File: src/rtl/memory_interface.sv
// memory_interface: request/acknowledge bridge between the microprogrammed
// controller/datapath and a variable-latency word memory.
// Optional feature macro: MEMIF_TIMEOUT_EN (REQ timeout with sticky err).
// Without the macro, REQ waits indefinitely for mem_ack and err is tied low.
module memory_interface #(
    parameter int unsigned ADDR_W  = 12,
    parameter int unsigned DATA_W  = 16,
    parameter int unsigned TIMEOUT = 15
) (
    input  logic              clk,
    input  logic              reset,
    input  logic              read,
    input  logic              write,
    input  logic [ADDR_W-1:0] addr,
    input  logic [DATA_W-1:0] wdata,
    output logic              wait_,
    output logic [DATA_W-1:0] rdata,
    output logic              rdata_valid,
    output logic              err,
    output logic              mem_req,
    output logic              mem_we,
    output logic [ADDR_W-1:0] mem_addr,
    output logic [DATA_W-1:0] mem_wdata,
    input  logic              mem_ack,
    input  logic [DATA_W-1:0] mem_rdata
);

    localparam int unsigned CNT_W = 8;

    typedef enum logic [1:0] {
        IDLE = 2'd0,
        REQ  = 2'd1,
        DONE = 2'd2
    } state_t;

    state_t state_q;
    state_t state_d;
    logic   latch_req;
    logic   ack_ok;
    logic   abort;
    logic   timeout_hit;

    // Controller holds while a strobe is pending in IDLE or the request is open
    assign wait_ = ((state_q == IDLE) & (read | write)) | (state_q == REQ);

    // State register
    always_ff @(posedge clk) begin
        if (reset) begin
            state_q <= IDLE;
        end else begin
            state_q <= state_d;
        end
    end

    // Next-state decode and per-cycle transaction events
    always_comb begin
        state_d   = state_q;
        latch_req = 1'b0;
        ack_ok    = 1'b0;
        abort     = 1'b0;
        case (state_q)
            IDLE: begin
                if (read | write) begin
                    latch_req = 1'b1;
                    state_d   = REQ;
                end
            end
            REQ: begin
                if (mem_ack) begin
                    ack_ok  = 1'b1;
                    state_d = DONE;
                end else if (timeout_hit) begin
                    abort   = 1'b1;
                    state_d = DONE;
                end
            end
            DONE: begin
                state_d = IDLE;
            end
            default: begin
                state_d = IDLE;
            end
        endcase
    end

    // Memory-side request, latched access fields and read return
    always_ff @(posedge clk) begin
        if (reset) begin
            mem_req     <= 1'b0;
            mem_we      <= 1'b0;
            mem_addr    <= '0;
            mem_wdata   <= '0;
            rdata       <= '0;
            rdata_valid <= 1'b0;
        end else begin
            mem_req     <= (state_d == REQ);
            rdata_valid <= (ack_ok | abort) & ~mem_we;
            if (latch_req) begin
                mem_addr  <= addr;
                mem_wdata <= wdata;
                mem_we    <= write & ~read;
            end
            if (ack_ok & ~mem_we) begin
                rdata <= mem_rdata;
            end else if (abort & ~mem_we) begin
                rdata <= '1;
            end
        end
    end

`ifdef MEMIF_TIMEOUT_EN
    logic [CNT_W-1:0] tmo_cnt;

    // Abort when this edge would bring the no-ack count up to TIMEOUT
    assign timeout_hit = (tmo_cnt == CNT_W'(TIMEOUT - 1));

    // REQ cycle counter and sticky timeout flag
    always_ff @(posedge clk) begin
        if (reset) begin
            tmo_cnt <= '0;
            err     <= 1'b0;
        end else begin
            if (latch_req) begin
                tmo_cnt <= '0;
            end else if ((state_q == REQ) && !mem_ack) begin
                tmo_cnt <= tmo_cnt + CNT_W'(1);
            end
            if (abort) begin
                err <= 1'b1;
            end
        end
    end
`else
    logic unused_timeout;

    // No timeout hardware: REQ waits for mem_ack forever
    assign timeout_hit    = 1'b0;
    assign err            = 1'b0;
    assign unused_timeout = ^CNT_W'(TIMEOUT);
`endif

endmodule

File: config.mk
export PLATFORM = sky130hd
export DESIGN_NAME = memory_interface
export DESIGN_NICKNAME = d
export VERILOG_FILES = /design/src/rtl/memory_interface.sv
export SDC_FILE = /design/constraint.sdc
export NUM_CORES = 1
export LEC_CHECK = 0
export ABC_AREA = 1
export CORE_AREA = 2 2 68 76
export DETAILED_ROUTE_END_ITERATION = 8
export DIE_AREA = 0 0 70 78
export MAX_ROUTING_LAYER = met4
export PLACE_DENSITY = 0.89
export SYNTH_ARGS = -nofsm -noshare
export SYNTH_HDL_FRONTEND = slang
export SYNTH_SLANG_ARGS = --single-unit
File: constraint.sdc
create_clock -name clk -period 3.1 [get_ports clk]
set_clock_uncertainty 0.15 [all_clocks]
set_input_delay 0.62 -clock clk [delete_from_list [all_inputs] [get_ports clk]]
set_output_delay 0.62 -clock clk [all_outputs]
set_load 0.02 [all_outputs]
==> qor.txt, run 1 <==
==========================================================================================
Area growth, synth to finish                                                         56.0%
Area taken by multi-input logic gates                                             736 um^2
Top cells by area, synth                                                      dfxtp_1 51%, nor2_1 17%, o21ai_0 7.6%
Critical-path cell list                                                       clkdlybuf4s50_1, inv_1, nand2_1, nand2_4, o21ai_0, clkdlybuf4s50_1
Worst path setup slack after routing                                              0.356 ns
Portion of the post-synthesis area used by sequential elements                       51.3%
Via count                                                                             1903
Worst setup path class                                                        primary input to output port
Wirelength per Cell                                                                12.2 um
Total congestion overflow                                                                0
H-tree depth                                                                             2
Result of the run                                                             finished, final reports clean
Die footprint                                                                 0.00546 mm^2
Top-count cell post-synth                                                           nor2_1
Number of hold buffers added after CTS                                                   0
Initial antenna violation count                                                          0
Final cycle utilization of the critical path                                         88.5%
Shortest period the worst path allows                                              2.74 ns
Vias in the first global route                                                        1819
Post-DP HPWL                                                                       3.51 mm
Number of distinct library cells after synthesis                                        20
Pre-Repair DR Iteration Count                                                            4
Fillcell total                                                                         415
Max-cap check violation count                                                            0
Fraction of synthesis flops using an asynchronous set or reset pin                      0%
Prevailing post-synth register cell                                                dfxtp_1
RePlAce Congestion                                                                   0.773
Final max-slew violation count                                                           0
Biggest area consumer among synthesized cells                                      dfxtp_1
Endpoint class of the critical path                                            output port
Flip-flop and latch count after synthesis                                               49
Util after Layout                                                                    64.5%
Drt via density                                                                       4.76
Cell with the largest stage delay on the worst path                           clkdlybuf4s50_1
Stage delay of the slowest cell on the critical path                               0.62 ns
Hold Vio Cnt, Final                                                                      0
Buffer and inverter count on the worst path                                              3
Num CTS Buffers                                                                          5
Post-synth EDFFs                                                                         0
Final-report setup violation count                                                       0
Number of synthesis warnings                                                             0
Hold Crit Class                                                               flip-flop to flip-flop
Area of the core region                                                       0.00462 mm^2
PortBufs                                                                                96
Mean area per synthesized cell                                                   7.58 um^2
CTS-repair resized insts                                                                 0
Leakage power total                                                                1.25 nW
Share of the synthesized area in the top cell type                                   51.3%
DRC marker count from the first detailed-route iteration                               123
TritonCTS clock tree                                                                  done
RSZ-0062 raised after global routing                                                 false
Pwr/cell area                                                                  532 mW/mm^2
Final nets                                                                             392
Cell area after technology mapping                                            0.00191 mm^2
Tot GR Track Use                                                                     18.8%
DRC violation count after routing                                                        0
Buffer count from post-CTS setup fixing                                                  0
Top cells by count, synth                                                     89 x nor2_1, 49 x dfxtp_1, 29 x o21ai_0
Post-synthesis instance total                                                          252
Required @ worst endpoint                                                          2.33 ns
Data arrival time of the critical path                                             1.97 ns
Maximum number of pins on one net before global-route repair                            46
# diodes                                                                                 0
Seq. cell area                                                                    981 um^2
Die Span X                                                                           70 um
Synth Net Count                                                                        301
Final setup TNS                                                                       0 ns
Number of antenna-violating nets in the routed design                                    0
Clk sinks                                                                               49
Crit path launch type                                                         primary input
Share of post-route cells with drive strength above 1                                5.52%
Detailed-route wire length                                                         4.90 mm
Maximum buffer depth of the clock tree                                                   2
Clock root buffer master                                                          clkbuf_8
Highest clock rate                                                                 364 MHz
Clock edge transition at the registers on the reported setup and hold paths        0.08 ns
Starting density of the core                                                         41.4%
Number of cell rows                                                                     26
First-pass GRT wire length                                                         8.04 mm
Maximum vdd drop                                                                0.000264 V
Critical path peak fanout                                                                2
Clock insertion delay at the later pin of the skew report                          0.29 ns
Vertical die dimension                                                               78 um
Cell seen most often among critical-path stages                               clkdlybuf4s50_1
Number of primary I/O pins                                                              98
Pre-CTS WS                                                                        0.353 ns
Kind of cell with the highest combined delay on the critical path             buffers and inverters
==========================================================================================
-- kinds of logic after synthesis --
family | synth area share, %
compound gates | 8.38
buf+inv | 10.2
flops | 51.3
other cells | 0.196
simple gates | 29.9
-- power by group --
part | internal (W) | switching (W)
clock network | 0.000241 | 0.000207
logic | 0.000200 | 0.000215
registers | 0.000689 | 0.0000348
-- cell type report --
class                      instances  area share (%)
tap                               56            2.35
clock inverter                     3            1.55
timing repair buffer              99            33.0
sequential                        49            32.9
inverter                          24            3.19
multi-input combinational        164            24.7
clock buffer                       5            2.31
-- sequential cells by signal, summed over array words and instances (netlist names) --
name,flops
mem_req,1
mem_we,1
state_q,2
rdata,16
rdata_valid,1
mem_addr,12
mem_wdata,16
-- worst reg2reg max path, delay by kind of cell, from the launching register on --
kind                   cells  cell delay [ns]
buffers and inverters      2             0.45
flip-flops                 1             0.45
AND/OR/NAND/NOR            4             0.40
-- metal layers --
| layer | vias to the layer above | GRT usage [%] | routed length (um) |
|---|---|---|---|
| met1 | 841 | 20.0 | 2020 |
| li1 | 971 | - | - |
| met3 | 8 | 5.71 | 413 |
| met2 | 83 | 33.4 | 2380 |
| met5 | - | - | 0 |
| met4 | 0 | 5.96 | 76 |
-- layout by cell type, fill, tap and decap left out --
cell type / instances
clkinvlp_4: 1
nor2_1: 89
conb_1: 1
buf_4: 3
o21ai_0: 29
nor2_2: 1
inv_1: 20
inv_6: 1
nand2_1: 20
nor2_4: 2
clkinv_1: 1
clkinv_4: 1
clkbuf_8: 5
nand2_4: 1
clkdlybuf4s50_1: 96
a21oi_1: 3
nor3_1: 1
bufinv_16: 1
inv_2: 2
dfxtp_1: 49
nand4_1: 16
nand3_4: 1
-- path summary, 6_finish.rpt --
check                   from            to  slack [ns]  depth (start not counted)
setup reg to reg  state_q[0]  mem_wdata[8]        1.55                          6
hold reg to reg    rdata[13]     rdata[13]        0.33                          2
setup / recovery        read         wait_        0.36                          6
hold / removal     rdata[13]     rdata[13]        0.33                          2
-- metrics by stage --
step / area [um^2] / total power (W) / hold slack (ns) / cells
final: 2980 / 0.00159 / 0.334 / 400
after global routing: 2980 / 0.00167 / 0.362 / 400
after CTS: 2980 / 0.00161 / 0.339 / 400
after detailed placement: 2870 / 0.00116 / 0.321 / 392
after global placement: 2870 / 0.00114 / 0.311 / 392
after floorplan: 1910 / 0.000957 / 0.370 / 252
Power figures use the tool's default switching activity.
==> run 2, diff against run 1 <==
Settings changed: CORE_AREA 2 2 68 76 to 2 2 71 73, DIE_AREA 0 0 70 78 to 0 0 73 75.
==> run 2 against run 1 <==
Effect of this change: critical path depth unchanged; fmax decreased by 1.2%; sequential share of layout area decreased by 0.11 points; non-clock buffer count increased by 1; largest power group unchanged; hold slack got worse by 0.00073 ns.
==> qor.txt, run 2 (synthesized netlist as in run 1, its figures left out) <==
==========================================================================================
Clock edge transition at the registers on the reported setup and hold paths        0.08 ns
Max-cap check violation count                                                            0
Maximum number of pins on one net before global-route repair                            33
Clock group share of total power                                                     29.0%
Most common cell after layout, fill and taps aside                            clkdlybuf4s50_1
Top Registers                                                                 mem_wdata (16), rdata (16), mem_addr (12)
RePlAce Congestion                                                                   0.763
Die footprint                                                                 0.00548 mm^2
Die Span X                                                                           73 um
Drt via density                                                                       4.69
Maximum vdd drop                                                                0.000276 V
Clock insertion delay at the later pin of the skew report                          0.29 ns
Number of hold buffers added after CTS                                                   0
CTS-repair resized insts                                                                 0
Setup crit start                                                                      read
Fillcell total                                                                         419
Shortest period the worst path allows                                              2.78 ns
Pwr/cell area                                                                  535 mW/mm^2
Worst flop-to-flop path startpoint                                              state_q[0]
Data arrival time of the critical path                                             2.01 ns
Slack of the worst reg-to-reg path                                                 1.60 ns
Via count                                                                             1873
Area of the core region                                                       0.00466 mm^2
Hold Vio Cnt, Final                                                                      0
RSZ-0062 raised after global routing                                                 false
Hold Crit Class                                                               flip-flop to flip-flop
Result of the run                                                             finished, final reports clean
DRC marker count from the first detailed-route iteration                                62
Endpoint of the worst register-to-register path                                mem_addr[2]
Maximum buffer depth of the clock tree                                                   2
Number of cells on the worst reg-to-reg path                                             6
Vias in the first global route                                                        1727
Part of the total power dissipated in sequential elements                            45.0%
Util after Layout                                                                    64.2%
Number of cell rows                                                                     25
TritonCTS clock tree                                                                  done
Share of total power consumed by net switching                                       28.0%
Net switching power                                                             0.000448 W
Combinational group share of total power                                             26.0%
Leakage power total                                                                1.26 nW
Number of primary I/O pins                                                              98
Final max-slew violation count                                                           0
Buffer count from post-CTS setup fixing                                                  0
Final cycle utilization of the critical path                                         89.6%
Initial antenna violation count                                                          0
Clk sinks                                                                               49
Tot GR Track Use                                                                     18.3%
Vertical die dimension                                                               75 um
Number of antenna-violating nets in the routed design                                    0
Pre-Repair DR Iteration Count                                                            4
PortBufs                                                                                96
Worst setup path class                                                        primary input to output port
Required @ worst endpoint                                                          2.33 ns
H-tree depth                                                                             2
Clock root buffer master                                                          clkbuf_8
Total congestion overflow                                                                0
Wirelength per Cell                                                                11.9 um
Final nets                                                                             393
# diodes                                                                                 0
First-pass GRT wire length                                                         7.62 mm
DRC violation count after routing                                                        0
Critical path peak fanout                                                                2
Num CTS Buffers                                                                          5
Area growth, synth to finish                                                         56.5%
Cell internal power dissipation                                                  0.00115 W
Critical path capture point                                                          wait_
Detailed-route wire length                                                         4.73 mm
Post-DP HPWL                                                                       3.47 mm
Most frequent cells in the layout                                             96 x clkdlybuf4s50_1, 89 x nor2_1, 49 x dfxtp_1
Crit path launch type                                                         primary input
Final-report setup violation count                                                       0
Share of post-route cells with drive strength above 1                                5.80%
Highest clock rate                                                                 360 MHz
Endpoint class of the critical path                                            output port
Final setup TNS                                                                       0 ns
Starting density of the core                                                         41.0%
==========================================================================================
-- run 2: cell types whose count changed in the layout (fill, tap and decap cells not counted) --
cell      delta
buf_4        +1
clkinv_4     -1
clkbuf_8     +1
-- run 2: stage by stage --
stage	area [um^2]	setup slack, ns	hold slack [ns]	cells	power, W
after floorplan	1910	1.10	0.370	252	0.000957
after global placement	2870	0.325	0.311	391	0.00114
after detailed placement	2870	0.314	0.323	391	0.00115
after CTS	2990	0.306	0.340	399	0.00162
after global routing	2990	0.259	0.366	399	0.00168
final	2990	0.321	0.333	399	0.00160
-- run 2: power groups by stage --
stage          sequential [W]  combinational (W)  clock [W]
2_1_floorplan        0.000806           0.000151          0
3_3_place_gp         0.000734           0.000411          0
3_5_place_dp         0.000735           0.000419          0
4_1_cts              0.000721           0.000420   0.000483
5_1_grt              0.000728           0.000456   0.000499
6_report             0.000720           0.000416   0.000464
-- run 2: worst min-delay path by stage --
stage / startpoint / end / slack (ns) / depth (start not counted)
after floorplan: state_q[0] / state_q[1] / 0.37 / 2
after detailed placement: rdata[10] / rdata[10] / 0.32 / 2
after global routing: rdata[13] / rdata[13] / 0.37 / 2
final: mem_wdata[10] / mem_wdata[10] / 0.33 / 2
after CTS: rdata[1] / rdata[1] / 0.34 / 2
after global placement: rdata[1] / rdata[1] / 0.31 / 2
-- run 2: final cells by class --
class,count,area (um^2),area share (%)
Clock buffer,6,82.6,2.76
Multi-Input combinational cell,164,736,24.6
Timing Repair Buffer,100,991,33.1
Inverter,24,95.1,3.18
Clock inverter,2,37.5,1.26
Sequential cell,49,981,32.8
Tap cell,54,67.6,2.26
-- run 2: metal layers --
metal  track usage (%)  vias to the layer above  wire length (um)
met1              20.9                      810              2020
met3              5.09                        7               455
met5                 -                        -                 0
met4              6.38                        0                68
met2              30.8                       88              2190
li1                  -                      968                 -
-- run 2: worst max-delay path: stages --
cell	delay [ns]
clkdlybuf4s50_1	0.49
inv_1	0.05
nand2_1	0.10
nand2_4	0.05
o21ai_0	0.07
clkdlybuf4s50_1	0.63
==> run 3, diff against run 2 <==
Settings changed: CORE_AREA 2 2 71 73 to 2 2 73 75, DIE_AREA 0 0 73 75 to 0 0 75 77, PLACE_DENSITY 0.89 to 0.85, RECOVER_POWER set to 50.
Clock period 3.1 ns to 3 ns, I/O delays scaled along.
==> run 3 against run 2 <==
Effect of this change: flip-flop and latch count stayed put; clock power rose by 4.3%; count of clock-buffer cells in the layout increased by 1; die area rose by 5.5%; sequential power up 3.3%; cell area shrank 0.25%; setup slack got worse by 0.0091 ns; wire length hardly changed; core utilization down 4.2 points; global-route usage down 0.99 points; critical endpoint unchanged.
==> qor.txt, run 3 (synthesized netlist as in run 1, its figures left out) <==
==========================================================================================
Result of the run                                                             finished, final reports clean
Worst setup path class                                                        primary input to output port
Overall power of the completed layout                                            0.00165 W
Top Registers                                                                 mem_wdata (16), rdata (16), mem_addr (12)
Share of post-route cells with drive strength above 1                                4.64%
Number of cell rows                                                                     26
Die footprint                                                                 0.00578 mm^2
Seq. cell area                                                                    981 um^2
Number of antenna-violating nets in the routed design                                    0
CTS-repair resized insts                                                                 0
Detailed-route wire length                                                         4.73 mm
Maximum vdd drop                                                                0.000232 V
Final max-slew violation count                                                           0
Pwr/cell area                                                                  554 mW/mm^2
Wirelength per Cell                                                                11.4 um
DRC marker count from the first detailed-route iteration                               114
Combinational group share of total power                                             25.7%
Maximum buffer depth of the clock tree                                                   2
Net switching power                                                             0.000463 W
Die Span X                                                                           75 um
Area taken by multi-input logic gates                                             716 um^2
Number of hold buffers added after CTS                                                   0
Vias in the first global route                                                        1758
Worst path setup slack after routing                                              0.312 ns
Clock group share of total power                                                     29.3%
Hold Vio Cnt, Final                                                                      0
Post-DP HPWL                                                                       3.42 mm
Most frequent cells in the layout                                             95 x clkdlybuf4s50_1, 90 x nor2_1, 49 x dfxtp_1
Data arrival time of the critical path                                             1.94 ns
Hold Crit Class                                                               flip-flop to flip-flop
RePlAce Congestion                                                                   0.693
RSZ-0062 raised after global routing                                                 false
Highest clock rate                                                                 372 MHz
Final setup TNS                                                                       0 ns
Via count                                                                             1863
Area of the core region                                                       0.00498 mm^2
Vertical die dimension                                                               77 um
Crit path launch type                                                         primary input
Starting density of the core                                                         38.4%
Buffer count from post-CTS setup fixing                                                  0
DRC violation count after routing                                                        0
Number of primary I/O pins                                                              98
Critical path peak fanout                                                                2
TritonCTS clock tree                                                                  done
Share of total power consumed by net switching                                       28.0%
Cell internal power dissipation                                                  0.00119 W
Clock root buffer master                                                          clkbuf_8
Initial antenna violation count                                                          0
Final-report setup violation count                                                       0
Tot GR Track Use                                                                     17.3%
# diodes                                                                                 0
Clock insertion delay at the later pin of the skew report                          0.29 ns
Num CTS Buffers                                                                          5
Final nets                                                                             393
Clock edge transition at the registers on the reported setup and hold paths        0.09 ns
Part of the total power dissipated in sequential elements                            45.1%
Fillcell total                                                                         459
Shortest period the worst path allows                                              2.69 ns
Area growth, synth to finish                                                         56.1%
Clk sinks                                                                               49
H-tree depth                                                                             2
Pre-CTS WS                                                                        0.302 ns
Total congestion overflow                                                                0
First-pass GRT wire length                                                         7.73 mm
Final cycle utilization of the critical path                                         89.6%
Final standard cell count with taps included and fillers excluded                      415
Most common cell after layout, fill and taps aside                            clkdlybuf4s50_1
Maximum number of pins on one net before global-route repair                            33
Worst-case headroom to the max-slew limit                                            13.5%
Leakage power total                                                                1.26 nW
Drt via density                                                                       4.49
Pre-Repair DR Iteration Count                                                            4
Placed instance count                                                                  407
Max-cap check violation count                                                            0
Required @ worst endpoint                                                          2.25 ns
Slew at the pin closest to its max-slew limit                                      1.30 ns
Endpoint class of the critical path                                            output port
PortBufs                                                                                96
==========================================================================================
## run 3: changes by cell type in the layout (fill, tap and decap cells not counted)
| cell | delta |
|---|---|
| clkbuf_1 | +2 |
| buf_4 | -1 |
| clkdlybuf4s50_1 | -1 |
| clkinvlp_4 | -1 |
| dlygate4sd3_1 | +1 |
| nand3_1 | +1 |
| nand3_4 | -1 |
| nor2_1 | +1 |
| nor2_4 | -1 |
## run 3: worst paths after layout
kind                                  from           end  slack (ns)  cells after the start
worst max-delay path                  read         wait_        0.31                      6
worst max register to register  state_q[1]  mem_addr[11]        0.70                      6
worst min register to register    rdata[2]      rdata[2]        0.34                      2
worst min-delay path              rdata[2]      rdata[2]        0.34                      2
## run 3: critical path, stage by stage
cell and delay, ns:
clkdlybuf4s50_1 0.47, inv_1 0.04, nand2_1 0.09, nand2_4 0.05, o21ai_0 0.06, clkdlybuf4s50_1 0.63
## run 3: area by class of cell
| cell class | instances | area share, % |
|---|---|---|
| clock buffer | 7 | 2.89 |
| clock inverter | 1 | 1.01 |
| inverter | 24 | 3.19 |
| multi-input combinational | 164 | 24.0 |
| sequential | 49 | 32.9 |
| tap | 70 | 2.94 |
| timing repair buffer | 100 | 33.1 |
## run 3: layer usage
layer	vias to the layer above	routed length [um]	track usage (%)
met1	810	2030	18.4
met5	-	0	-
met3	5	450	4.99
li1	968	-	-
met4	0	44	3.75
met2	80	2200	31.1
## run 3: power by group through the flow
stage | sequential, W | combinational [W] | clock (W)
after floorplan | 0.000833 | 0.000156 | 0
after global placement | 0.000759 | 0.000423 | 0
after detailed placement | 0.000761 | 0.000430 | 0
after CTS | 0.000746 | 0.000431 | 0.000498
after global routing | 0.000752 | 0.000464 | 0.000522
final | 0.000744 | 0.000424 | 0.000484
## run 3: through the flow
| stage | instance area [um^2] | util [%] | hold WS (ns) |
|---|---|---|---|
| 2_1_floorplan | 1910 | - | 0.370 |
| 3_5_place_dp | 2890 | 58.1 | 0.321 |
| 3_3_place_gp | 2890 | 58.1 | 0.312 |
| 4_1_cts | 3010 | 60.4 | 0.341 |
| 6_report | 2980 | 59.9 | 0.335 |
| 5_1_grt | 2980 | 59.9 | 0.358 |
